`src/rtl/rps_pkg.sv`:
```
// Shared types for the rock-paper-scissors referee and display path.
package rps_pkg;

  typedef enum logic [1:0] {
    ROCK     = 2'b00,
    SCISSORS = 2'b01,
    PAPER    = 2'b10,
    MOVE_BAD = 2'b11
  } move_e;

  typedef enum logic [1:0] {
    RES_DRAW = 2'b00,
    RES_USER = 2'b01,
    RES_COMP = 2'b10,
    RES_VOID = 2'b11
  } result_e;

  typedef enum logic [2:0] {
    StIdle,
    StIssue,
    StWait,
    StJudge,
    StDone
  } ref_state_e;

  // True when move a defeats move b (illegal moves never win).
  function automatic logic beats(input move_e a, input move_e b);
    return ((a == ROCK)     && (b == SCISSORS)) ||
           ((a == SCISSORS) && (b == PAPER))    ||
           ((a == PAPER)    && (b == ROCK));
  endfunction

endpackage

```
`src/rtl/rps_judge.sv`:
```
// Combinational round judge; shared by the referee and the display path.
module rps_judge
  import rps_pkg::*;
(
  input  move_e   user_move_i,
  input  move_e   comp_move_i,
  input  logic    void_i,
  output result_e result_o
);

  // Void wins over everything; otherwise apply the beats relation.
  always_comb begin
    result_o = RES_DRAW;
    if (void_i || (user_move_i == MOVE_BAD) || (comp_move_i == MOVE_BAD)) begin
      result_o = RES_VOID;
    end else if (user_move_i == comp_move_i) begin
      result_o = RES_DRAW;
    end else if (beats(user_move_i, comp_move_i)) begin
      result_o = RES_USER;
    end else begin
      result_o = RES_COMP;
    end
  end

endmodule

```
`src/rtl/rps_referee.sv`:
```
// Game-flow controller and scorer: hands player moves to the learner, judges
// rounds and keeps match score. Optional RPS_REFEREE_STREAK_EN adds computer
// win-streak outputs.
module rps_referee
  import rps_pkg::*;
#(
  parameter int unsigned MAX_GAMES     = 60,
  parameter int unsigned LEARN_TIMEOUT = 255,
  parameter int unsigned CNT_W         = $clog2(MAX_GAMES + 1)
) (
  input  logic             clock,
  input  logic             reset,
  input  logic             move_valid,
  input  logic [1:0]       move,
  output logic             move_ready,
  output logic [1:0]       user_choice,
  output logic             learn_start,
  input  logic             learn_ready,
  input  logic [1:0]       learn_choice,
  output logic             result_valid,
  output logic [1:0]       result,
  output logic [CNT_W-1:0] user_score,
  output logic [CNT_W-1:0] comp_score,
  output logic [CNT_W-1:0] draw_count,
  output logic [CNT_W-1:0] game_count,
  output logic             illegal_move,
  output logic             timeout_err,
`ifdef RPS_REFEREE_STREAK_EN
  output logic [CNT_W-1:0] comp_streak,
  output logic [CNT_W-1:0] best_comp_streak,
`endif
  output logic             match_over
);

  localparam int unsigned WaitW = (LEARN_TIMEOUT > 1) ? $clog2(LEARN_TIMEOUT + 1) : 1;

  ref_state_e       state_q, state_d;
  move_e            user_choice_q, user_choice_d;
  move_e            comp_choice_q, comp_choice_d;
  logic             void_q, void_d;
  logic [WaitW-1:0] wait_cnt_q, wait_cnt_d;
  result_e          result_q, result_d;
  logic             result_valid_q, result_valid_d;
  logic [CNT_W-1:0] user_score_q, user_score_d;
  logic [CNT_W-1:0] comp_score_q, comp_score_d;
  logic [CNT_W-1:0] draw_count_q, draw_count_d;
  logic [CNT_W-1:0] game_count_q, game_count_d;
  logic             illegal_q, illegal_d;
  logic             timeout_q, timeout_d;
  result_e          judge_res;
`ifdef RPS_REFEREE_STREAK_EN
  logic [CNT_W-1:0] streak_q, streak_d;
  logic [CNT_W-1:0] best_q, best_d;
`endif

  rps_judge u_judge (
    .user_move_i (user_choice_q),
    .comp_move_i (comp_choice_q),
    .void_i      (void_q),
    .result_o    (judge_res)
  );

  // Next-state and score update; result and score registers change together.
  always_comb begin
    state_d        = state_q;
    user_choice_d  = user_choice_q;
    comp_choice_d  = comp_choice_q;
    void_d         = void_q;
    wait_cnt_d     = wait_cnt_q;
    result_d       = result_q;
    result_valid_d = 1'b0;
    user_score_d   = user_score_q;
    comp_score_d   = comp_score_q;
    draw_count_d   = draw_count_q;
    game_count_d   = game_count_q;
    illegal_d      = 1'b0;
    timeout_d      = timeout_q;
`ifdef RPS_REFEREE_STREAK_EN
    streak_d       = streak_q;
`endif
    unique case (state_q)
      StIdle: begin
        if (move_valid) begin
          if (move == 2'b11) begin
            illegal_d = 1'b1;
          end else begin
            user_choice_d = move_e'(move);
            state_d       = StIssue;
          end
        end
      end
      StIssue: begin
        wait_cnt_d = '0;
        void_d     = 1'b0;
        state_d    = StWait;
      end
      StWait: begin
        if (learn_ready) begin
          comp_choice_d = move_e'(learn_choice);
          state_d       = StJudge;
        end else if (wait_cnt_q == WaitW'(LEARN_TIMEOUT - 1)) begin
          void_d    = 1'b1;
          timeout_d = 1'b1;
          state_d   = StJudge;
        end else begin
          wait_cnt_d = wait_cnt_q + WaitW'(1);
        end
      end
      StJudge: begin
        result_d       = judge_res;
        result_valid_d = 1'b1;
        state_d        = StIdle;
        if (judge_res != RES_VOID) begin
          case (judge_res)
            RES_USER: user_score_d = user_score_q + CNT_W'(1);
            RES_COMP: comp_score_d = comp_score_q + CNT_W'(1);
            default:  draw_count_d = draw_count_q + CNT_W'(1);
          endcase
`ifdef RPS_REFEREE_STREAK_EN
          streak_d = (judge_res == RES_COMP) ? streak_q + CNT_W'(1) : '0;
`endif
          game_count_d = game_count_q + CNT_W'(1);
          if (game_count_d == CNT_W'(MAX_GAMES)) begin
            state_d = StDone;
          end
        end
      end
      StDone: begin
        state_d = StDone;
      end
      default: begin
        state_d = StIdle;
      end
    endcase
`ifdef RPS_REFEREE_STREAK_EN
    best_d = (streak_d > best_q) ? streak_d : best_q;
`endif
  end

  // State and score registers with asynchronous reset.
  always_ff @(posedge clock or posedge reset) begin
    if (reset) begin
      state_q        <= StIdle;
      user_choice_q  <= ROCK;
      comp_choice_q  <= ROCK;
      void_q         <= 1'b0;
      wait_cnt_q     <= '0;
      result_q       <= RES_DRAW;
      result_valid_q <= 1'b0;
      user_score_q   <= '0;
      comp_score_q   <= '0;
      draw_count_q   <= '0;
      game_count_q   <= '0;
      illegal_q      <= 1'b0;
      timeout_q      <= 1'b0;
`ifdef RPS_REFEREE_STREAK_EN
      streak_q       <= '0;
      best_q         <= '0;
`endif
    end else begin
      state_q        <= state_d;
      user_choice_q  <= user_choice_d;
      comp_choice_q  <= comp_choice_d;
      void_q         <= void_d;
      wait_cnt_q     <= wait_cnt_d;
      result_q       <= result_d;
      result_valid_q <= result_valid_d;
      user_score_q   <= user_score_d;
      comp_score_q   <= comp_score_d;
      draw_count_q   <= draw_count_d;
      game_count_q   <= game_count_d;
      illegal_q      <= illegal_d;
      timeout_q      <= timeout_d;
`ifdef RPS_REFEREE_STREAK_EN
      streak_q       <= streak_d;
      best_q         <= best_d;
`endif
    end
  end

  // State-decoded handshake outputs follow reset immediately.
  assign move_ready   = (state_q == StIdle);
  assign learn_start  = (state_q == StIssue);
  assign match_over   = (state_q == StDone);
  assign user_choice  = user_choice_q;
  assign result       = result_q;
  assign result_valid = result_valid_q;
  assign user_score   = user_score_q;
  assign comp_score   = comp_score_q;
  assign draw_count   = draw_count_q;
  assign game_count   = game_count_q;
  assign illegal_move = illegal_q;
  assign timeout_err  = timeout_q;
`ifdef RPS_REFEREE_STREAK_EN
  assign comp_streak      = streak_q;
  assign best_comp_streak = best_q;
`endif

endmodule

```
`config.mk`:
```
export PLATFORM = sky130hd
export DESIGN_NAME = rps_referee
export DESIGN_NICKNAME = d
export VERILOG_FILES = /design/src/rtl/rps_pkg.sv /design/src/rtl/rps_judge.sv /design/src/rtl/rps_referee.sv
export SDC_FILE = /design/constraint.sdc
export NUM_CORES = 1
export LEC_CHECK = 0
export ABC_AREA = 1
export CELL_PAD_IN_SITES_DETAIL_PLACEMENT = 1
export CELL_PAD_IN_SITES_GLOBAL_PLACEMENT = 2
export CORE_ASPECT_RATIO = 0.75
export CORE_UTILIZATION = 34
export CTS_CLUSTER_DIAMETER = 80
export DETAILED_ROUTE_END_ITERATION = 16
export PLACE_DENSITY = 0.93
export SKIP_CTS_REPAIR_TIMING = 1
export SYNTH_ARGS = -nofsm -noshare
export SYNTH_HDL_FRONTEND = slang
export SYNTH_SLANG_ARGS = --single-unit
```
`constraint.sdc`:
```
create_clock -name clock -period 3.71 [get_ports clock]
set_input_delay 0.742 -clock clock [delete_from_list [all_inputs] [get_ports clock]]
set_output_delay 0.742 -clock clock [all_outputs]
set_load 0.03 [all_outputs]
```
==> flow_metrics.py <==
metrics = {
    "outcome": {
        "status": "finished, final reports clean",
    },
    "sta": {
        "rsz0062_at_grt": "no",
        "period_needed_ns": 2.59,
        "slew_headroom": 0.364,
        "clock.fmax_ghz": 0.386,
        "worstMarginPinSlew_ns": 0.953,
        "finalCritPeriodShare": 0.698,
        "setup_viol": 0,
        "setup_tns_ns": 0,
        "skew_ns": 0.0133,
        "hold_viol_final": 0,
        "drv_slew": 0,
        "whs_ns": 0.485,
    },
    "yosys": {
        "ys_warn_count": 0,
        "synthDistinctLibCells": 26,
        "synth_most_common_cell": "nand2_1",
        "syn-num-nets": 322,
        "synth_top_area_cell": "dfrtp_1",
        "yosys-top-cells-area": "dfrtp_1 45%, nand2_1 17%, inv_1 4.6%",
        "synthCells": 305,
        "synth-edff-count": 0,
        "avgSynthCellArea_sq_um": 8.21,
        "synth_common_cells": "116 x nand2_1, 45 x dfrtp_1, 31 x inv_1, 19 x nand3_1, 17 x nor2_1",
        "netlist_area_sq_mm": 0.00250,
        "synth_seq_area_share": 0.450,
        "ys.flop_type": "dfrtp_1",
        "yosys.area.top_type_share": 0.450,
        "ys_seq_elements": 45,
        "synthArstFlopShare": 1.00,
    },
    "route": {
        "vias": 2049,
        "firstDrtPassIters": 4,
        "viasPerCell": 4.54,
        "antenna_left": 0,
        "drt-total-wl_microns": 5710,
        "avgRoutedWirePerCell_microns": 12.7,
        "route.detailed.drc": 0,
        "drt-initial-drc-count": 27,
    },
    "power": {
        "ir_drop_mv": 0.367,
        "p_leak_nw": 1.52,
        "powerDensity_mw_per_mm2": 743,
    },
    "placed_design": {
        "place.gp.congestion": 0.718,
        "hpwl_microns": 4380,
        "io_buffers": 41,
    },
    "critical_path": {
        "r2r_cells": 12,
        "cp_data_required_time_ns": 2.97,
        "worstSetupStartpoint": "state_q[0]$_DFFE_PP0P_",
        "crit_arrival_ns": 1.85,
        "path_max_fanout": 4,
        "end_kind": "primary output",
        "criticalPathCategory": "reg -> out",
        "reg2reg_to": "draw_count[2]$_DFFE_PP0P_",
        "r2r-start": "user_choice[1]$_DFFE_PP0P_",
        "critPathLaunchType": "register",
        "r2r_setup_slack_ns": 1.87,
        "endpoint": "move_ready",
    },
    "global_route": {
        "grt_pass1_wl_microns": 9800,
        "antenna_found_initial": 0,
        "grt_use_total": 0.163,
        "grt.overflow.total": 0,
        "grt_pass1_vias": 2028,
        "grt_max_degree": 46,
    },
    "cells_and_area": {
        "flow.area_growth_from_synthesis_pct": 25.5,
        "multi_input_area_sq_mm": 0.00121,
        "layout-drive-gt1-share": 0.0907,
        "seq_area_sq_mm": 0.00113,
        "n_antenna_cell": 0,
        "nets": 369,
        "fillCellCount": 868,
    },
    "die": {
        "fp.dieW_microns": 101,
        "dieHeight_microns": 76.3,
        "io_pins": 42,
        "initial_core_util": 0.360,
        "coreArea_sq_mm": 0.00696,
        "die_area_sq_mm": 0.00772,
        "placementRows": 26,
    },
    "clocking": {
        "htree_levels": 2,
        "cts.sinks": 45,
        "cts_tree": "yes",
        "cts.path.max_buffers": 2,
        "cts_root_buffer": "clkbuf_8",
        "clk_latency_ns": 0.31,
        "cts_buffers": 5,
        "clkTransAtPathRegs_ns": 0.10,
    },
    "hold_path": {
        "hold_class": "reg -> reg",
        "hold_path_depth": 1,
    },
    "flow_run": {
        "maxCapViolations": 0,
    },
}
-- cell type report --
class                           instances  area share
Tap cell                               98      0.0390
Timing Repair Buffer                   41       0.131
Inverter                               37      0.0490
Sequential cell                        45       0.358
Multi-Input combinational cell        222       0.386
Clock buffer                            7      0.0275
Clock inverter                          1     0.00955
-- sequential cells by signal, indices dropped and copies added (netlist names), 2 cells and up --
| register | flops |
|---|---|
| wait_cnt_q | 8 |
| comp_score | 6 |
| draw_count | 6 |
| game_count | 6 |
| user_score | 6 |
| state_q | 3 |
| comp_choice_q | 2 |
| result | 2 |
| user_choice | 2 |
-- kinds of logic (layout without fill, tap and decap cells) --
logic type                 count (synthesis)  after routing  synth area share
AOI/OAI and AO/OA                         26             26            0.0634
DFF                                       45             45             0.450
adders and majority gates                  9              9            0.0450
buffers and inverters                     38             86            0.0659
and+or+nand+nor                          170            170             0.317
xor gates and xnor gates                  17             17            0.0594
-- metal layers --
| metal | vias to the layer above | global-route usage | share of wire |
|---|---|---|---|
| li1 | 1048 | - | - |
| met1 | 960 | 0.223 | 0.51 |
| met2 | 36 | 0.261 | 0.45 |
| met3 | 5 | 0.0284 | 0.030 |
| met4 | 0 | 0.0478 | 0.011 |
| met5 | - | 0 | 0 |
-- cell usage in the layout (no fill, tap or decap), types with 6 or more instances in the layout --
cell type        count
clkbuf_8             6
xnor2_1             12
o21ai_2              6
nand2_1            116
nand3_1             19
ha_1                 9
o21ai_0              9
clkdlybuf4s50_1     41
inv_1               30
nor2_1              17
dfrtp_1             45
-- worst min-delay path by stage --
stage | start | endpoint | slack (ns)
final | timeout_err$_DFFE_PP0P_ | timeout_err$_DFFE_PP0P_ | 0.49
after global routing | timeout_err$_DFFE_PP0P_ | timeout_err$_DFFE_PP0P_ | 0.50
after CTS | timeout_err$_DFFE_PP0P_ | timeout_err$_DFFE_PP0P_ | 0.49
after detailed placement | timeout_err$_DFFE_PP0P_ | timeout_err$_DFFE_PP0P_ | 0.47
after global placement | timeout_err$_DFFE_PP0P_ | timeout_err$_DFFE_PP0P_ | 0.46
after floorplan | wait_cnt_q[7]$_DFFE_PP0P_ | wait_cnt_q[7]$_DFFE_PP0P_ | 0.47
-- report_power, final --
group          internal, mW  total [mW]  switching (mW)  leakage [nW]
sequential            0.615       0.786           0.171         0.593
combinational         0.430        1.16           0.726         0.865
clock                 0.220       0.394           0.174        0.0585
total                  1.27        2.34            1.07          1.52
-- worst max-delay path: stages (launching register included) --
cell and delay [ns]:
dfrtp_1 0.47, nor2_4 0.20, nand2_1 0.12, inv_1 0.09, clkdlybuf4s50_1 0.67
-- through the flow --
stage	area [sq um]	util	setup WS [ns]	power (mW)	cells
3_3_place_gp	3030	0.435	1.48	1.92	443
4_1_cts	3140	0.451	1.10	2.37	451
2_1_floorplan	2500	-	1.88	1.58	305
5_1_grt	3140	0.451	1.04	2.51	451
6_report	3140	0.451	1.12	2.34	451
3_5_place_dp	3030	0.435	1.47	1.97	443
No activity file was read; power rests on OpenSTA's default activity.
